$ cat src/rtl/debounce_pkg.sv
// Shared definitions for the multi-channel button debouncer.
//   btn_state_e : per-channel press-tracking state (RELEASED, PRESSED, LONG)
//   cnt_width() : bits needed to hold a counter value 0..max_val (min 1 bit)
package debounce_pkg;

  typedef enum logic [1:0] {
    RELEASED = 2'd0,
    PRESSED  = 2'd1,
    LONG     = 2'd2
  } btn_state_e;

  function automatic int cnt_width(input int max_val);
    if (max_val < 2) begin
      return 1;
    end
    return $clog2(max_val + 1);
  endfunction

endpackage

$ cat src/rtl/debounce_channel.sv
// One debouncer channel: 2-flop synchroniser, stability filter and
// press/long-press/auto-repeat tracker.
// Ports:
//   clk_1KHz      : sample clock, all state updates on its rising edge
//   reset_n       : asynchronous active-low reset
//   raw_in        : raw level, already oriented so 1 = pressed
//   debounced     : filtered level
//   press_pulse   : one cycle, same cycle debounced rises
//   release_pulse : one cycle, same cycle debounced falls
//   long_pulse    : one cycle when the hold reaches LONG_MS
//   repeat_pulse  : one cycle every REPEAT_MS while in long press
//   long_active   : high from long_pulse until release
module debounce_channel
  import debounce_pkg::*;
#(
  parameter int STABLE_MS = 8,
  parameter int LONG_MS   = 1000,
  parameter int REPEAT_MS = 0
) (
  input  logic clk_1KHz,
  input  logic reset_n,
  input  logic raw_in,
  output logic debounced,
  output logic press_pulse,
  output logic release_pulse,
  output logic long_pulse,
  output logic repeat_pulse,
  output logic long_active
);

  localparam int SW = cnt_width(STABLE_MS - 1);
  localparam int HW = cnt_width(LONG_MS);
  localparam int RW = cnt_width(REPEAT_MS);
  localparam bit LONG_EN   = (LONG_MS > 0);
  localparam bit REPEAT_EN = (REPEAT_MS > 0);
  localparam logic [SW-1:0] STABLE_LAST = SW'(STABLE_MS - 1);
  localparam logic [HW-1:0] LONG_LAST   = HW'(LONG_EN ? LONG_MS - 1 : 0);
  localparam logic [RW-1:0] REPEAT_LAST = RW'(REPEAT_EN ? REPEAT_MS - 1 : 0);

  logic          sync1_q, sync1_d;
  logic          sync2_q, sync2_d;
  logic [SW-1:0] stable_cnt_q, stable_cnt_d;
  logic          deb_q, deb_d;
  btn_state_e    state_q, state_d;
  logic [HW-1:0] hold_q, hold_d;
  logic [RW-1:0] rep_q, rep_d;
  logic          press_q, press_d;
  logic          release_q, release_d;
  logic          long_q, long_d;
  logic          repeat_q, repeat_d;
  logic          long_act_q, long_act_d;
  logic          rise, fall;

  // The filter toggles on the same edge the FSM sees the change, so the
  // press/release pulses line up with the new debounced level.
  always_comb begin
    sync1_d      = raw_in;
    sync2_d      = sync1_q;
    deb_d        = deb_q;
    stable_cnt_d = '0;
    if (sync2_q != deb_q) begin
      if (stable_cnt_q == STABLE_LAST) begin
        deb_d = ~deb_q;
      end else begin
        stable_cnt_d = stable_cnt_q + SW'(1);
      end
    end

    rise = deb_d & ~deb_q;
    fall = ~deb_d & deb_q;

    state_d    = state_q;
    hold_d     = hold_q;
    rep_d      = rep_q;
    press_d    = rise;
    release_d  = fall;
    long_d     = 1'b0;
    repeat_d   = 1'b0;
    long_act_d = long_act_q;

    case (state_q)
      RELEASED: begin
        if (rise) begin
          state_d = PRESSED;
          hold_d  = '0;
        end
      end
      PRESSED: begin
        if (fall) begin
          state_d = RELEASED;
        end else if (LONG_EN && (hold_q == LONG_LAST)) begin
          state_d    = LONG;
          long_d     = 1'b1;
          long_act_d = 1'b1;
          rep_d      = '0;
        end else begin
          hold_d = hold_q + HW'(1);
        end
      end
      LONG: begin
        // Hold count stays parked here, so an endless hold cannot re-fire.
        if (fall) begin
          state_d    = RELEASED;
          long_act_d = 1'b0;
        end else if (REPEAT_EN) begin
          if (rep_q == REPEAT_LAST) begin
            repeat_d = 1'b1;
            rep_d    = '0;
          end else begin
            rep_d = rep_q + RW'(1);
          end
        end
      end
      default: begin
        state_d    = RELEASED;
        long_act_d = 1'b0;
      end
    endcase
  end

  always_ff @(posedge clk_1KHz or negedge reset_n) begin
    if (!reset_n) begin
      sync1_q      <= 1'b0;
      sync2_q      <= 1'b0;
      stable_cnt_q <= '0;
      deb_q        <= 1'b0;
      state_q      <= RELEASED;
      hold_q       <= '0;
      rep_q        <= '0;
      press_q      <= 1'b0;
      release_q    <= 1'b0;
      long_q       <= 1'b0;
      repeat_q     <= 1'b0;
      long_act_q   <= 1'b0;
    end else begin
      sync1_q      <= sync1_d;
      sync2_q      <= sync2_d;
      stable_cnt_q <= stable_cnt_d;
      deb_q        <= deb_d;
      state_q      <= state_d;
      hold_q       <= hold_d;
      rep_q        <= rep_d;
      press_q      <= press_d;
      release_q    <= release_d;
      long_q       <= long_d;
      repeat_q     <= repeat_d;
      long_act_q   <= long_act_d;
    end
  end

  assign debounced     = deb_q;
  assign press_pulse   = press_q;
  assign release_pulse = release_q;
  assign long_pulse    = long_q;
  assign repeat_pulse  = repeat_q;
  assign long_active   = long_act_q;

endmodule

$ cat src/rtl/multi_debouncer.sv
// NUM_CH independent button debouncers sampled on a 1 kHz clock.
// Ports:
//   clk_1KHz      : sample clock
//   reset_n       : asynchronous active-low reset
//   noisy_in      : raw switch levels (inverted first when ACTIVE_LOW)
//   debounced     : filtered levels, 1 = pressed
//   press_pulse / release_pulse : accepted edge pulses
//   long_pulse / repeat_pulse   : long-press and auto-repeat pulses
//   long_active   : long press in progress
module multi_debouncer
  import debounce_pkg::*;
#(
  parameter int NUM_CH     = 4,
  parameter int STABLE_MS  = 8,
  parameter int LONG_MS    = 1000,
  parameter int REPEAT_MS  = 0,
  parameter int ACTIVE_LOW = 1
) (
  input  logic              clk_1KHz,
  input  logic              reset_n,
  input  logic [NUM_CH-1:0] noisy_in,
  output logic [NUM_CH-1:0] debounced,
  output logic [NUM_CH-1:0] press_pulse,
  output logic [NUM_CH-1:0] release_pulse,
  output logic [NUM_CH-1:0] long_pulse,
  output logic [NUM_CH-1:0] repeat_pulse,
  output logic [NUM_CH-1:0] long_active
);

  logic [NUM_CH-1:0] pressed_raw;

  assign pressed_raw = (ACTIVE_LOW != 0) ? ~noisy_in : noisy_in;

  for (genvar g = 0; g < NUM_CH; g++) begin : g_ch
    debounce_channel #(
      .STABLE_MS(STABLE_MS),
      .LONG_MS  (LONG_MS),
      .REPEAT_MS(REPEAT_MS)
    ) u_ch (
      .clk_1KHz     (clk_1KHz),
      .reset_n      (reset_n),
      .raw_in       (pressed_raw[g]),
      .debounced    (debounced[g]),
      .press_pulse  (press_pulse[g]),
      .release_pulse(release_pulse[g]),
      .long_pulse   (long_pulse[g]),
      .repeat_pulse (repeat_pulse[g]),
      .long_active  (long_active[g])
    );
  end

endmodule

$ cat config.mk
export PLATFORM = sky130hd
export DESIGN_NAME = multi_debouncer
export DESIGN_NICKNAME = d
export VERILOG_FILES = /design/src/rtl/debounce_pkg.sv /design/src/rtl/debounce_channel.sv /design/src/rtl/multi_debouncer.sv
export SDC_FILE = /design/constraint.sdc
export NUM_CORES = 1
export LEC_CHECK = 0
export CAP_MARGIN = 10
export CORE_ASPECT_RATIO = 1.4
export CORE_MARGIN = 4
export CORE_UTILIZATION = 53
export CTS_CLUSTER_SIZE = 8
export DETAILED_ROUTE_END_ITERATION = 8
export GPL_TIMING_DRIVEN = 1
export HOLD_SLACK_MARGIN = 0.1
export PLACE_DENSITY = 0.85
export SLEW_MARGIN = 20
export SYNTH_ARGS = -nofsm -noshare
export SYNTH_HDL_FRONTEND = slang
export SYNTH_HIERARCHICAL = 1
export SYNTH_SLANG_ARGS = --single-unit
$ cat constraint.sdc
create_clock -name clk_1KHz -period 2.3 [get_ports clk_1KHz]
set_input_delay 0.69 -clock clk_1KHz [delete_from_list [all_inputs] [get_ports clk_1KHz]]
set_output_delay 0.69 -clock clk_1KHz [all_outputs]
set_load 0.02 [all_outputs]
==> reports/results.env <==
STATUS='completed'
DR_TOTAL_VIAS=3352
GRT_TOTAL_USAGE_PCT=18.37
LAYOUT-DRIVE-GT1-SHARE_PCT=8.824
YOSYSTOPAREACELL='dfrtp_1'
IRDROPWORSTVDD_V=0.0005403
FIRST_PASS_GRT_WIRE_LENGTH_UM=14500
GRT_ANTENNA_BEFORE_REPAIR=0
COREAREA_UM2=7845
LARGEST_STAGE_DELAY_ON_THE_CRITICAL_PATH_NS=0.66
MIN-DELAY-PATH-CLASS='primary input to asynchronous set/reset pin'
TIMING.CRITICAL_PATH.DEPTH=1
TIMING.FMAX_MHz=457.9
AREA_SHARE_OF_AND_OR_NAND_NOR_CELLS_AFTER_SYNTHESIS_PCT=22.85
MAXCAPVIOLATIONS=0
SYNTH_ADDER_AREA_SHARE_PCT=3.475
CTS_ROOT_BUF='clkbuf_8'
DRC=0
CLOCK_SINK_COUNT=88
HOLD_VIOLATIONS=0
TNS_NS=0
CLK_PIN_SLEW_NS=0.09
CTS_H_TREE_DEPTH=3
MAIN_COMBINATIONAL_CELL_FAMILY_BY_AREA_AFTER_SYNTHESIS='simple AND/OR/NAND/NOR gates'
POWER.SHARE.SWITCHING_PCT=33.75
VIA_PER_INST=6.185
DIE_AREA_UM2=9681
CRITICAL_PATH.CELL_CHAIN='clkdlybuf4s50_1'
SYNTH.FF_LATCH_COUNT=88
FIRSTDRTPASSITERS=5
IO_BUFFERS=25
PATH_CLASS='flop to primary output'
TIGHTESTPINTRANSITION_NS=0.6173
SYN_AREA_PER_CELL_UM2=10.51
POWER_LEAKAGE_nW=2.154
POSTSYNTHNETCOUNT=429
GRT_START_MAX_NET_PINS=45
STARTPOINT_OF_THE_MOST_CRITICAL_REGISTER_TO_REGISTER_PATH='g_ch[1].u_ch/stable_cnt_q[0]'
YS.WARNINGS.COUNT=6
YOSYS.CELL_TYPES.COUNT=61
FIN_WORST_SKEW_NS=0.009230
POWER.SHARE.COMBINATIONAL_PCT=23.5
FINALWORSTPATHREQUIREDPERIOD_NS=2.184
SYNTH-MAIN-FF-CELL='dfrtp_1'
NATURE_OF_THE_CRITICAL_PATH_ENDPOINT='primary output'
MAX-SLEW-MARGIN-REL_PCT=58.47
SLEW_VIOL_FINAL=0
CP.REQUIRED_NS=1.61
DRTANTENNAVIOLNETS=0
CRIT_SHARE_POST_ROUTE_PCT=94.95
FINISH.NET_COUNT=456
GR-TOTAL-OVERFLOW=0
CRIT_SLOWEST_CELL='clkdlybuf4s50_1'
DRT-TOTAL-WL_UM=8313
NUMBER_OF_GLOBAL_ROUTE_VIAS_BEFORE_REPAIR=3223
INSTANCE_COUNT_OF_THE_MAPPED_NETLIST=411
FIRST_ITER_VIOLATIONS=156
DIE_SPAN_X_UM=84.31
IO_PINS=30
SYNTH_COMPOUND_AREA_SHARE_PCT=16.74
CRIT_PATH_END='debounced[1]'
WORSTPATHBUFFERINVERTERCOUNT=1
SETUP_VIOL_COUNT_FINAL=0
POWER.SEQUENTIAL.FRACTION_PCT=52.5
CRIT_PATH_START='g_ch[1].u_ch/debounced'
POST_SYNTH_INSTANCE_AREA_UM2=4320
CTS_BUFFERS=9
HPWLAFTERDP_UM=5983
POWER.SWITCHING_W=0.001477
ANTENNA-DIODE-COUNT=0
CLOCK_LATENCY_REPORTED_FOR_THE_LATE_SIDE_OF_THE_WORST_SKEW_PAIR_NS=0.36
CRIT_ARRIVAL_NS=1.49
CTS_SETUP_BUFFERS=0
PATH_MAX_FANOUT=7
POWER_W=0.004378
POST_SYNTH_XOR_AREA_FRACTION_PCT=0.8109
SYNTH-EDFF-COUNT=0
SYNTH_AREA_LEADERS='dfrtp_1 (51%), o31ai_1 (3.6%), ha_1 (3.5%)'
FINALWEIGHTEDCONGESTION=0.9526
CLOCKBUFFERDEPTH=2
GRT_SETUP_UNREPAIRED='no'
POST_SYNTH_MUX_AREA_SHARE_PCT=1.332
SEQ_AREA_FRAC_SYNTH_PCT=50.97
R2R_END='g_ch[1].u_ch/hold_q[3]'
YOSYS.AREA.TOP_TYPE_SHARE_PCT=50.97
SYNTH.MOST_COMMON_CELL='dfrtp_1'
WORSTREGTOREGCELLS=6
POWER_DENSITY_nW_PER_UM2=902.0
DIE_HEIGHT_UM=114.8
STD_CELL_ROWS=38
START_UTIL_PCT=55.07
YS_ASYNC_RST_SHARE_PCT=100.0
HOLDWS_NS=0.2032
SYNTH_COMMONEST_CELLS='dfrtp_1 (88), a21oi_1 (28), nand2_1 (23), o21ai_0 (23), inv_1 (22)'
P_CLK_SHARE_PCT=24.0
CP_TOP_FAMILY='buffers and inverters'
INTERNAL_POWER_W=0.002900
SYN_TO_FINAL_GROWTH_PCT=12.34
WL_PER_CELL_UM=15.34
REG2REG_SETUP_SLACK_NS=0.23
WORST_SETUP_PATH_START_KIND='flop'
CLOCK_TREE_FROM_TRITONCTS='built'
[flip-flops by register name (all words and copies together) (netlist names)]
name / flops
g_ch.u_ch/debounced: 4
g_ch.u_ch/press_pulse: 4
g_ch.u_ch/sync1_q: 4
g_ch.u_ch/state_q: 8
g_ch.u_ch/hold_q: 40
g_ch.u_ch/release_pulse: 4
g_ch.u_ch/long_pulse: 4
g_ch.u_ch/sync2_q: 4
g_ch.u_ch/stable_cnt_q: 12
g_ch.u_ch/long_active: 4
[kinds of logic (layout without fill, tap and decap cells)]
group,count (synthesis),after routing
compound gates,106,106
flops,88,88
fa+ha+maj,12,12
mux,5,5
buf+inv,33,64
xor+xnor,4,4
simple gates,159,159
other cells,4,4
[layout make-up]
class	instances	area, µm²
clock buffers	9	123.9
clock inverters	6	67.56
fillers	639	2992
inverters	22	82.58
multi-input cells	290	1976
flip-flops and latches	88	2203
well taps	100	125.1
repair buffers	27	275.3
[per-stage QoR]
step	util [%]	instance area, µm²	worst slack, ns	instances
floorplan	-	4320	0.4335	411
global placement	59.31	4653	0.3009	527
detailed placement	59.31	4653	0.1932	527
CTS	61.75	4845	0.03605	542
global route	61.87	4853	0.03171	542
finish	61.87	4853	0.1162	542
[layout by cell type (no fill, tap or decap), types with 9 or more instances in the layout]
| cell | n |
|---|---|
| or4_1 | 16 |
| nor2_1 | 17 |
| ha_1 | 12 |
| o31ai_1 | 21 |
| a21oi_1 | 28 |
| nand2_1 | 23 |
| nand3_1 | 18 |
| and3_1 | 9 |
| inv_1 | 22 |
| clkbuf_8 | 9 |
| o21ai_0 | 23 |
| clkdlybuf4s50_1 | 24 |
| dfrtp_1 | 87 |
| nor2b_1 | 15 |
| nand4_1 | 9 |
[worst min-delay path by stage]
stage	startpoint	end	slack [ns]	cells past startpoint
finish	reset_n	g_ch[3].u_ch/hold_q[4]	0.20	1
CTS	reset_n	g_ch[3].u_ch/hold_q[4]	0.20	1
global route	reset_n	g_ch[3].u_ch/hold_q[4]	0.20	1
floorplan	g_ch[0].u_ch/sync1_q	g_ch[0].u_ch/sync2_q	0.33	0
global placement	g_ch[3].u_ch/sync1_q	g_ch[3].u_ch/sync2_q	0.33	0
detailed placement	g_ch[3].u_ch/sync1_q	g_ch[3].u_ch/sync2_q	0.34	0
[layer usage]
metal	track usage [%]	routed length [µm]
met1	22.30	3390
met2	31.77	4367
met4	6.974	181
met3	4.373	374
met5	0	0
[power groups by stage]
stage | clock (W) | sequential, W | combinational, W
floorplan | 0 | 0.00223 | 0.000764
global placement | 0 | 0.00228 | 0.000972
detailed placement | 0 | 0.00232 | 0.00104
CTS | 0.00109 | 0.00229 | 0.00105
global route | 0.00116 | 0.00236 | 0.00118
finish | 0.00105 | 0.00230 | 0.00103
[what timing repair did]
action	4_1_cts	5_1_grt
hold buffers	0	0
setup endpoints to repair	0	2
resized for setup	0	2
Note: power is estimated with default switching activity, not from simulation.
